File: config.mk
export PLATFORM = sky130hd
export DESIGN_NAME = ub_read_streamer
export DESIGN_NICKNAME = d
export VERILOG_FILES = /design/src/rtl/ub_read_streamer.sv
export SDC_FILE = /design/constraint.sdc
export NUM_CORES = 2
export LEC_CHECK = 0
export ABC_AREA = 1
export CAP_MARGIN = 20
export CORE_MARGIN = 4
export CORE_UTILIZATION = 40
export CTS_BUF_LIST = sky130_fd_sc_hd__clkbuf_2
export CTS_CLUSTER_DIAMETER = 50
export CTS_CLUSTER_SIZE = 8
export DETAILED_ROUTE_END_ITERATION = 16
export GPL_TIMING_DRIVEN = 0
export PLACE_DENSITY = 0.69
export SETUP_SLACK_MARGIN = 0.02
export SKIP_LAST_GASP = 1
export SYNTH_ARGS = -nofsm -noshare
export SYNTH_HDL_FRONTEND = slang
export SYNTH_SLANG_ARGS = --single-unit
File: constraint.sdc
create_clock -name clk -period 16.85 [get_ports clk]
set_input_delay 5.055 -clock clk [delete_from_list [all_inputs] [get_ports clk]]
set_output_delay 5.055 -clock clk [all_outputs]
set_load 0.05 [all_outputs]
File: src/rtl/ub_read_streamer.sv
// rtl/ub_read_streamer.sv - unified buffer read initiator: burst splitting, credit-based issue, FWFT return FIFO
// Optional WAIT-state watchdog is enabled by defining UB_RD_TIMEOUT_EN.
module ub_read_streamer #(
  parameter int DATA_WIDTH = 256,
  parameter int ADDR_WIDTH = 7,
  parameter int FIFO_DEPTH = 8,
  parameter int BURST_MAX  = 4
) (
  input  logic                  clk,
  input  logic                  rst_n,
  input  logic                  cmd_valid_i,
  output logic                  cmd_ready_o,
  input  logic [ADDR_WIDTH:0]   cmd_addr_i,
  input  logic [ADDR_WIDTH+1:0] cmd_len_i,
  output logic                  ub_rd_en_o,
  output logic [ADDR_WIDTH:0]   ub_rd_addr_o,
  output logic [ADDR_WIDTH:0]   ub_rd_count_o,
  input  logic [DATA_WIDTH-1:0] ub_rd_data_i,
  input  logic                  ub_rd_valid_i,
  output logic                  out_valid_o,
  input  logic                  out_ready_i,
  output logic [DATA_WIDTH-1:0] out_data_o,
  output logic                  out_last_o,
  output logic                  busy_o,
  output logic                  done_o,
  output logic                  err_o
);
  localparam int PTR_W = $clog2(FIFO_DEPTH);
  localparam int OCC_W = PTR_W + 1;

  typedef enum logic [1:0] {S_IDLE, S_ISSUE, S_WAIT, S_DRAIN} state_e;

  state_e                state_q, state_d;
  logic [ADDR_WIDTH:0]   addr_q, addr_d;
  logic [ADDR_WIDTH+1:0] remaining_q, remaining_d;
  logic [ADDR_WIDTH:0]   expected_q, expected_d;
  logic                  err_q, err_d;
  logic                  done_q, done_d;

  logic [DATA_WIDTH:0]   mem_q [FIFO_DEPTH];
  logic [PTR_W-1:0]      wr_ptr_q, rd_ptr_q;
  logic [OCC_W-1:0]      occ_q;
  logic [DATA_WIDTH:0]   head;

  logic [ADDR_WIDTH:0]   blen;
  logic [ADDR_WIDTH+1:0] free_slots;
  logic                  issue, push, pop, push_last, flush, timeout;

  always_comb begin
    if (remaining_q > (ADDR_WIDTH+2)'(BURST_MAX)) blen = (ADDR_WIDTH+1)'(BURST_MAX);
    else                                          blen = remaining_q[ADDR_WIDTH:0];
  end

  // A burst goes out only when every one of its beats already has a FIFO slot.
  assign free_slots = (ADDR_WIDTH+2)'(FIFO_DEPTH) - (ADDR_WIDTH+2)'(occ_q);
  assign issue      = (state_q == S_ISSUE) && (free_slots >= {1'b0, blen});
  assign push       = ub_rd_valid_i && (state_q == S_WAIT);
  assign pop        = out_valid_o && out_ready_i;
  assign push_last  = (remaining_q == '0) && (expected_q == (ADDR_WIDTH+1)'(1));

`ifdef UB_RD_TIMEOUT_EN
  logic [7:0] wdog_q;

  assign timeout = (state_q == S_WAIT) && !ub_rd_valid_i && (wdog_q == 8'd63);

  always_ff @(posedge clk or negedge rst_n) begin
    if (!rst_n)                                      wdog_q <= '0;
    else if ((state_q != S_WAIT) || ub_rd_valid_i)   wdog_q <= '0;
    else                                             wdog_q <= wdog_q + 8'd1;
  end
`else
  assign timeout = 1'b0;
`endif

  always_comb begin
    state_d     = state_q;
    addr_d      = addr_q;
    remaining_d = remaining_q;
    expected_d  = expected_q;
    err_d       = err_q;
    done_d      = 1'b0;
    flush       = 1'b0;
    case (state_q)
      S_IDLE: begin
        if (cmd_valid_i) begin
          err_d = 1'b0;
          if (cmd_len_i == '0) begin
            done_d = 1'b1;
          end else begin
            addr_d      = cmd_addr_i;
            remaining_d = cmd_len_i;
            state_d     = S_ISSUE;
          end
        end
      end
      S_ISSUE: begin
        if (issue) begin
          addr_d      = addr_q + blen;
          remaining_d = remaining_q - {1'b0, blen};
          expected_d  = blen;
          state_d     = S_WAIT;
        end
      end
      S_WAIT: begin
        if (timeout) begin
          err_d   = 1'b1;
          flush   = 1'b1;
          done_d  = 1'b1;
          state_d = S_IDLE;
        end else if (push) begin
          expected_d = expected_q - (ADDR_WIDTH+1)'(1);
          if (expected_q == (ADDR_WIDTH+1)'(1))
            state_d = (remaining_q != '0) ? S_ISSUE : S_DRAIN;
        end
      end
      S_DRAIN: begin
        if (pop && out_last_o) begin
          done_d  = 1'b1;
          state_d = S_IDLE;
        end
      end
      default: state_d = S_IDLE;
    endcase
    // Stray beats are dropped; flag them even if a new command is accepted alongside.
    if (ub_rd_valid_i && (state_q != S_WAIT)) err_d = 1'b1;
  end

  always_ff @(posedge clk or negedge rst_n) begin
    if (!rst_n) begin
      state_q     <= S_IDLE;
      addr_q      <= '0;
      remaining_q <= '0;
      expected_q  <= '0;
      err_q       <= 1'b0;
      done_q      <= 1'b0;
    end else begin
      state_q     <= state_d;
      addr_q      <= addr_d;
      remaining_q <= remaining_d;
      expected_q  <= expected_d;
      err_q       <= err_d;
      done_q      <= done_d;
    end
  end

  always_ff @(posedge clk) begin
    if (push) mem_q[wr_ptr_q] <= {push_last, ub_rd_data_i};
  end

  always_ff @(posedge clk or negedge rst_n) begin
    if (!rst_n) begin
      wr_ptr_q <= '0;
      rd_ptr_q <= '0;
      occ_q    <= '0;
    end else if (flush) begin
      wr_ptr_q <= '0;
      rd_ptr_q <= '0;
      occ_q    <= '0;
    end else begin
      if (push) wr_ptr_q <= wr_ptr_q + PTR_W'(1);
      if (pop)  rd_ptr_q <= rd_ptr_q + PTR_W'(1);
      case ({push, pop})
        2'b10:   occ_q <= occ_q + OCC_W'(1);
        2'b01:   occ_q <= occ_q - OCC_W'(1);
        default: occ_q <= occ_q;
      endcase
    end
  end

  assign head          = mem_q[rd_ptr_q];
  assign out_valid_o   = (occ_q != '0);
  assign out_data_o    = out_valid_o ? head[DATA_WIDTH-1:0] : '0;
  assign out_last_o    = out_valid_o & head[DATA_WIDTH];
  assign cmd_ready_o   = (state_q == S_IDLE);
  assign busy_o        = (state_q != S_IDLE);
  assign done_o        = done_q;
  assign err_o         = err_q;
  assign ub_rd_en_o    = issue;
  assign ub_rd_addr_o  = issue ? addr_q : '0;
  assign ub_rd_count_o = issue ? blen : '0;

endmodule

==> metrics.csv <==
metric;value;unit
status;finished clean;
whs_path_depth;1;
maxSlewHeadroom;18.2;%
fmax;86.9;MHz
min_from;occ_q[0];
drt-total-wl;244;mm
yosysSeqAreaShare;76.2;%
r2r_end;mem_q[1][164];
min_path_type;reg -> reg;
clockRootBuffer;clkbuf_2;
tritoncts;done;
multiInputGateArea;0.0175;sq mm
wl_per_cell;24.2;microns
post_cts_buffers;0;
grt_overflow_total;0;
ys_ff_latch;2095;
grt_util_met3;5.68;%
syn_to_final_growth;15.8;%
busiest_layer;met2;
finalCoreUtilization;46.6;%
drive_above_1_share;9.14;%
rr_worst_depth;11;
cp_common_cell;buf_2;
rrSetupSlack;12900;ps
p_clk_share;13.1;%
tightest_slew;1230;ps
peakVddDrop;0.000179;V
vias;55700;
hold_end;occ_q[0];
syn_area;0.0824;sq mm
dieArea;0.213;sq mm
drtAntennaViolNets;0;
required;11790;ps
ctsHoldBuffers;0;
skew;140;ps
cap_violations;0;
hold_violations;0;
fin_crit;11510;ps
ios;557;
grt_pass1_vias;54100;
cts.sink_count;2095;
drc;0;
routed_via_density;5.53;
min_period_over_period;68.3;%
final_max_slew_viol_count;0;
place.gp.congestion;0.851;
antenna_found_initial;65;
htree_levels;5;
final_cells;10100;
worst_skew_pair.late_latency;1800;ps
hpwlAfterDp;165;mm
die_width;462;microns
clk_pin_slew;160;ps
core;0.205;sq mm
grt_max_degree;34;
syn_inst;6312;
r2r_start;state_q[0];
dp.cells;9655;
numCtsBuffers;324;
ys_types;41;
finalPower;17900;uW
power.share.switching;48.3;%
grt_usage;22.2;%
finalSetupViolations;0;
fillers;18200;
io_buffers;551;
die_y;462;microns
worstSetupEndpointType;primary output;
worstPathMaxFanout;10;
power_density;188;mW/mm^2
cts_max_path_buffers;4;
regArea;0.0627;sq mm
layout.nets;7601;
start_kind;flip-flop;
cp_slowest_cell;clkdlybuf4s50_1;
synth_warnings;0;
worstSetupPathType;reg -> out;
slowest_delay;840;ps
cp.arrival;6460;ps
syn_avg_cell_area;13.0;sq um
grt_pass1_wl;353;mm
drtIter0Drc;6137;
rows;166;
firstDrtPassIters;6;
pwr-share-comb;53.0;%
p_leak;0.0309;uW
rsz0062_at_grt;false;
start_util;40.2;%
cp_cell_sequence;inv_2 -> buf_2 -> buf_2 -> clkbuf_2 -> clkbuf_1 -> a31oi_1 -> clkdlybuf4s50_1;
internal-power;9270;uW
cts.repair.resized;0;
grtUsageMet2;35.3;%
met1_usage;29.6;%
power_frac_seq;33.9;%
p_sw;8670;uW
==> cell type report <==
class                           count  share of cell area [%]
Sequential cell                  2095                    65.7
Multi-Input combinational cell   3714                    18.4
Timing Repair Buffer              642                    7.74
Tap cell                         2688                    3.53
Buffer                            439                    2.01
Clock buffer                      342                    1.79
Clock inverter                     33                   0.374
Inverter                           78                   0.315
Antenna cell                       45                   0.118
==> layout by cell type (no fill, tap or decap), types with 10 or more instances in the layout <==
cell                n
buf_2             136
o22ai_1           257
buf_1              15
a31oi_1           259
edfxtp_1         2056
nand2_1           147
clkbuf_1          267
buf_12             80
dfrtp_1            39
ha_1               27
nand3_1            30
o21ai_0          1169
conb_1             16
o21ai_1           137
nand2_2            13
inv_1              72
xor2_1             12
clkdlybuf4s50_1   550
diode_2            45
nor2_1           1581
clkbuf_2          351
nor2_4             10
o21ai_2            17
==> cell usage after synthesis (all sizes together) <==
cell    instances  share of area (%)
a21oi           9              0.055
o31ai           2              0.018
xor2           12               0.13
conb            2             0.0091
or2             2              0.015
a211oi          1             0.0091
o21a            1             0.0091
a21o            1             0.0091
nor3            3              0.018
a32o            1              0.012
nand2         161               0.79
buf           163                1.1
nand3          31               0.20
ha             27               0.41
edfxtp       2056                 75
and3            1             0.0076
xnor2           2              0.021
fa              2              0.049
dfrtp          39                1.2
clkinv          1             0.0046
o21ai        1323                8.1
nor2         1594                7.3
a31oi         259                2.0
inv            77               0.36
nand4           7              0.053
o22ai         257                2.0
o21bai          2              0.018
clkbuf        276                1.3
==> worst max-delay path: cells and delay by family (launching register included) <==
family | cells | cell delay, ps
flip-flops | 1 | 410
buffers and inverters | 6 | 3760
AO/OA/AOI/OAI | 1 | 480
==> worst max-delay path by stage <==
stage | startpoint | endpoint
6_report | rd_ptr_q[2] | out_data_o[95]
5_1_grt | rd_ptr_q[2] | out_data_o[95]
4_1_cts | rd_ptr_q[2] | out_data_o[95]
3_5_place_dp | rd_ptr_q[2] | out_data_o[95]
3_3_place_gp | ub_rd_valid_i | mem_q[7][161]
2_1_floorplan | ub_rd_valid_i | mem_q[0][0]
==> metrics by stage <==
stage / setup TNS (ps) / worst slack [ps] / hold slack (ps) / instance area (sq um)
2_1_floorplan: -187530 / -156 / 446 / 82400
3_3_place_gp: - / -10760 / 464 / 91300
3_5_place_dp: 0 / 7030 / 465 / 93200
4_1_cts: 0 / 4840 / 490 / 95300
5_1_grt: 0 / 4880 / 503 / 95300
6_report: 0 / 5340 / 491 / 95400
==> per-layer routing <==
metal	share of wire, %	vias up
li1	-	25200
met5	0.084	-
met3	9.4	422
met4	3.1	32
met2	47	2647
met1	40	27500
==> cell families after synthesis <==
| kind of cell | Yosys count | share of synthesized area, % |
|---|---|---|
| flip-flops | 2095 | 76.2 |
| AO/OA/AOI/OAI | 1856 | 12.2 |
| AND/OR/NAND/NOR | 1799 | 8.38 |
| buffers and inverters | 517 | 2.67 |
| adder cells (fa/ha/maj) | 29 | 0.459 |
| XOR/XNOR | 14 | 0.149 |
| other | 2 | 0.00912 |
==> state kept, by name, summed over array words and instances (netlist names) <==
signal	cells
mem_q	2056
remaining_q	9
addr_q	8
expected_q	8
occ_q	4
rd_ptr_q	3
wr_ptr_q	3
state_q	2
done_o	1
err_o	1
==> power groups by stage <==
stage / Combinational, uW / Clock [uW] / Sequential, uW
after CTS: 9530 / 2420 / 6080
after global routing: 10100 / 2630 / 6100
after floorplan: 5710 / 0 / 6300
after detailed placement: 9500 / 0 / 6200
final: 9510 / 2350 / 6080
after global placement: 9340 / 0 / 6400
Note: power is estimated with default switching activity, not from simulation.
